===== src/rtl/mips_pipe_pkg.sv =====
// Shared types and sizing for the pipelined MIPS datapath.
package mips_pipe_pkg;

    typedef enum logic [1:0] {IDLE, REQ, DONE} mem_state_e;

    localparam int ADDR_W = 32;
    localparam int DATA_W = 32;
    localparam int CNT_W  = 8;

    localparam int unsigned TIMEOUT_DEFAULT = 255;

endpackage : mips_pipe_pkg


===== src/rtl/mem_access_stage.sv =====
// M stage: turns load/store controls into a req/ack transaction on a
// variable-latency data-memory port, stalling the pipeline until it completes.
module mem_access_stage
    import mips_pipe_pkg::*;
#(
    parameter int unsigned TIMEOUT = TIMEOUT_DEFAULT
) (
    input  logic              clk,
    input  logic              reset,
    input  logic              MemReadM,
    input  logic              MemWriteM,
    input  logic              RegWriteM,
    input  logic [ADDR_W-1:0] ALUOutM,
    input  logic [DATA_W-1:0] WriteDataM,
    output logic              RegWriteOutM,
    output logic [DATA_W-1:0] ReadDataM,
    output logic              StallM,
    output logic              AlignErrM,
    output logic              BusErrM,
    output logic              mem_req,
    output logic              mem_we,
    output logic [ADDR_W-1:0] mem_addr,
    output logic [DATA_W-1:0] mem_wdata,
    input  logic              mem_ack,
    input  logic [DATA_W-1:0] mem_rdata
);

    localparam logic [CNT_W-1:0] CNT_LAST = CNT_W'(TIMEOUT - 1);

    mem_state_e        state_q, state_d;
    logic [CNT_W-1:0]  cnt_q, cnt_d;
    logic              req_q, req_d;
    logic              we_q, we_d;
    logic [ADDR_W-1:0] addr_q, addr_d;
    logic [DATA_W-1:0] wdata_q, wdata_d;
    logic [DATA_W-1:0] rdata_q, rdata_d;
    logic              err_q, err_d;

    logic access, misaligned, start, timeout_hit;

    assign access      = MemReadM | MemWriteM;
    assign misaligned  = ALUOutM[1:0] != 2'b00;
    assign start       = access & ~misaligned;
    assign timeout_hit = cnt_q == CNT_LAST;

    always_ff @(posedge clk or posedge reset) begin
        if (reset) state_q <= IDLE;
        else       state_q <= state_d;
    end

    always_comb begin
        state_d = state_q;
        unique case (state_q)
            IDLE:    if (start) state_d = REQ;
            REQ:     if (mem_ack || timeout_hit) state_d = DONE;
            DONE:    state_d = IDLE;
            default: state_d = IDLE;
        endcase
    end

    always_comb begin
        StallM    = 1'b0;
        AlignErrM = 1'b0;
        BusErrM   = 1'b0;
        ReadDataM = '0;
        unique case (state_q)
            IDLE: begin
                AlignErrM = access & misaligned;
                StallM    = start;
            end
            REQ:  StallM = 1'b1;
            DONE: begin
                ReadDataM = rdata_q;
                BusErrM   = err_q;
            end
            default: ;
        endcase
    end

    assign RegWriteOutM = RegWriteM & ~StallM & ~AlignErrM & ~BusErrM;

    // Port registers are held in REQ; ack wins over a coincident timeout.
    always_comb begin
        cnt_d   = cnt_q;
        req_d   = req_q;
        we_d    = we_q;
        addr_d  = addr_q;
        wdata_d = wdata_q;
        rdata_d = rdata_q;
        err_d   = err_q;
        unique case (state_q)
            IDLE: if (start) begin
                req_d   = 1'b1;
                we_d    = MemWriteM;
                addr_d  = {ALUOutM[ADDR_W-1:2], 2'b00};
                wdata_d = WriteDataM;
                cnt_d   = '0;
            end
            REQ: begin
                if (mem_ack) begin
                    rdata_d = we_q ? '0 : mem_rdata;
                    req_d   = 1'b0;
                end else if (timeout_hit) begin
                    rdata_d = '0;
                    req_d   = 1'b0;
                    err_d   = 1'b1;
                end else if (cnt_q != '1) begin
                    cnt_d = cnt_q + 1'b1;
                end
            end
            DONE:    err_d = 1'b0;
            default: ;
        endcase
    end

    always_ff @(posedge clk or posedge reset) begin
        if (reset) begin
            cnt_q   <= '0;
            req_q   <= 1'b0;
            we_q    <= 1'b0;
            addr_q  <= '0;
            wdata_q <= '0;
            rdata_q <= '0;
            err_q   <= 1'b0;
        end else begin
            cnt_q   <= cnt_d;
            req_q   <= req_d;
            we_q    <= we_d;
            addr_q  <= addr_d;
            wdata_q <= wdata_d;
            rdata_q <= rdata_d;
            err_q   <= err_d;
        end
    end

    assign mem_req   = req_q;
    assign mem_we    = we_q;
    assign mem_addr  = addr_q;
    assign mem_wdata = wdata_q;

endmodule : mem_access_stage


===== config.mk =====
export PLATFORM = sky130hd
export DESIGN_NAME = mem_access_stage
export DESIGN_NICKNAME = d
export VERILOG_FILES = /design/src/rtl/mips_pipe_pkg.sv /design/src/rtl/mem_access_stage.sv
export SDC_FILE = /design/constraint.sdc
export NUM_CORES = 1
export LEC_CHECK = 0
export CORE_ASPECT_RATIO = 0.5
export CORE_UTILIZATION = 35
export DETAILED_ROUTE_END_ITERATION = 10
export PLACE_DENSITY_LB_ADDON = 0.25
export SLEW_MARGIN = 20
export SYNTH_ARGS = -nofsm -noshare
export SYNTH_HDL_FRONTEND = slang
export SYNTH_SLANG_ARGS = --single-unit
export TNS_END_PERCENT = 5

===== constraint.sdc =====
create_clock -name clk -period 4.16 [get_ports clk]
set_clock_uncertainty 0.1 [all_clocks]
set_input_delay 1.248 -clock clk [delete_from_list [all_inputs] [get_ports clk]]
set_output_delay 1.248 -clock clk [all_outputs]
set_load 0.03 [all_outputs]

==> impl_metrics.toml <==
[global_route]
grt_usage_pct = 16.3
grt_max_degree = 108
grt_pass1_wl_um = 17500
antenna_found_initial = 0
grt_pass1_vias = 3287
grt_overflow = 0

[worst_setup_path]
crit_fanout = 3
cp_slowest_stage_delay_ns = 0.44
cp_data_required_time_ns = 2.81
crit_arrival_ns = 2.54
cp_slowest_cell = "clkdlybuf4s50_1"
crit_path_start_kind = "input port"
end_kind = "output port"
crit_type = "input port to output port"
cp_cell_sequence = "clkdlybuf4s50_1, o21ai_0, a21oi_1, nor4b_1, buf_4"

[run_status]
status = "finished, final reports clean"

[placement]
dp.final_hpwl_um = 7460
gp_congestion = 0.718
io_buffers = 201

[sta]
timing.final.crit_share_pct = 93.4
relSlewSlack_pct = 47.2
drv_slew = 0
hold_viol_final = 0
fmax_mhz = 257
fin_setup_tns_ns = 0
period_minus_slack_ns = 3.89
setup_violations = 0
worstMarginPinSlew_ns = 0.792
grt_setup_unrepaired = "false"

[synth]
yosys-top-cells-area = "dfrtp_1 58%, mux2_4 19%, a22o_1 6.0%, and2_1 4.7%, buf_6 1.9%"
ys_seq_elements = 107
avgSynthCellArea_um2 = 14.6
synth-adder-area-share_pct = 0.538
yosysSeqAreaShare_pct = 57.6
synth_compound_area_share_pct = 9.60
muxShareOfSynthArea_pct = 20.3
syn-instance-count = 318
synthFlopType = "dfrtp_1"
ys_async_sr_fraction_pct = 100
synth_top_family_by_area = "multiplexers"
synthSimpleGateAreaFrac_pct = 8.10
synth.distinct_cells = 37
yosys.area_share.xor_xnor_pct = 0
synthTopCellsByCount = "107 x dfrtp_1, 60 x mux2_4, 35 x and2_1, 32 x a22o_1, 8 x buf_6"
yosys.area.top_type = "dfrtp_1"
yosysWarnings = 0
yosysTopAreaCellShare_pct = 57.6
mappedNetlistArea_um2 = 4650
synth_edf_count = 0
synth_most_common_cell = "dfrtp_1"

[cts]
cts.sinks = 107
ctsResizeCount = 0
cts_tree = "done"
cts_setup_buffers = 0
cts.clk_slew.worst_paths_ns = 0.07
clockBufferDepth = 2
root_buffer = "clkbuf_16"
cts.htree.levels = 3
clock_latency_ns = 0.34
cts_buffers = 9
holdBufCountCts = 0

[drt]
drt-pass1-iter-count = 4
first_iter_violations = 132
viasPerCell = 4.67
routed_wl_um = 10900
drc = 0
wire_per_inst_um = 15.7
antenna_left = 0
via_count = 3229

[power]
peakVddDrop_mv = 0.369
p_total_w = 0.00515
p_leak_nw = 3.24
p_per_area_nw_per_um2 = 724

[floorplan]
die_h_um = 83.5
core-area_um2 = 12800
fp.dieW_um = 165
rows = 29
top_level_ports = 204
die_area_um2 = 13800
start_util_pct = 36.3

[cells_and_area]
layout.nets = 620
layout-drive-gt1-share_pct = 19.0
syn2layout_area_growth_pct = 52.9
multi_input_area_um2 = 1810
antennaDiodeCount = 0
seqCellArea_um2 = 2680
fillers = 1055

[worst_hold_path]
holdCritPathClass = "flop to flop"

[job]
maxCapViolations = 0
-- per-stage QoR --
step	std cells	setup slack, ns	hold WS [ns]	util (%)	cell area (µm²)
floorplan	319	0.0357	0.364	-	4660
global placement	675	0.331	0.379	53.2	6810
CTS	691	0.269	0.405	55.5	7110
detailed placement	675	0.271	0.383	53.2	6810
finish	691	0.275	0.398	55.5	7110
global route	691	0.158	0.412	55.5	7110
-- registers in the layout, summed over array words and instances (netlist names) --
signal     cells
cnt_q          8
err_q          1
mem_addr      30
mem_req        1
mem_wdata     32
mem_we         1
rdata_q       32
state_q        2
-- cell families after synthesis --
| family | count (synthesis) |
|---|---|
| AND/OR/NAND/NOR | 60 |
| adder cells (fa/ha/maj) | 2 |
| multiplexers | 64 |
| other | 1 |
| AO/OA/AOI/OAI | 57 |
| buffers and inverters | 27 |
| flip-flops | 107 |
-- layout make-up --
cell class,count,share of cell area [%]
sequential,107,37.6
timing repair buffer,206,29.2
multi-input combinational,185,25.5
clock buffer,9,3.17
tap,170,2.99
clock inverter,7,1.07
inverter,7,0.422
-- cells in the final DEF, fill, tap and decap left out, types with 2 or more instances in the layout --
master           count
mux2_2               4
ha_1                 2
nand2_1              4
clkbuf_16            9
o21ai_0              4
dfrtp_1            107
clkinvlp_4           3
a21oi_1              6
conb_1               2
buf_4                5
buf_12               3
a22o_1              32
a31oi_1              7
and2_1              35
inv_1                6
nand3_1              3
nor2_1               7
clkinv_4             2
mux2_4              60
clkdlybuf4s50_1    198
-- per-layer routing --
metal | global-route usage [%] | part of all wire (%)
met3 | 3.48 | 4.4
met4 | 5.50 | 1.7
met1 | 20.2 | 43
met5 | 0 | 0
met2 | 28.0 | 51
-- path summary, 6_finish.rpt --
path / depth (start not counted) / end / from / slack [ns]
worst max register to register: 3 / mem_addr[26]$_DFFE_PP0P_ / state_q[1]$_DFFE_PP0P_ / 1.95
worst max-delay path: 5 / RegWriteOutM / MemWriteM / 0.27
min in group asynchronous: 3 / mem_addr[16]$_DFFE_PP0P_ / reset / 1.30
worst min register to register: 1 / rdata_q[7]$_DFFE_PP0P_ / rdata_q[7]$_DFFE_PP0P_ / 0.40
worst min-delay path: 1 / rdata_q[7]$_DFFE_PP0P_ / rdata_q[7]$_DFFE_PP0P_ / 0.40
max in group asynchronous: 3 / rdata_q[13]$_DFFE_PP0P_ / reset / 2.20
-- power breakdown --
group / leakage (nW) / switching [W] / internal [W]
Combinational: 1.77 / 0.00124 / 0.00129
Clock: 0.142 / 0.000395 / 0.000471
Sequential: 1.32 / 0.000263 / 0.00149
-- critical path: cells and delay by family --
kind            cells  cell delay (ns)
compound gates      2             0.32
buf+inv             2             0.65
simple gates        1             0.31
(Power assumes the default switching activity.)
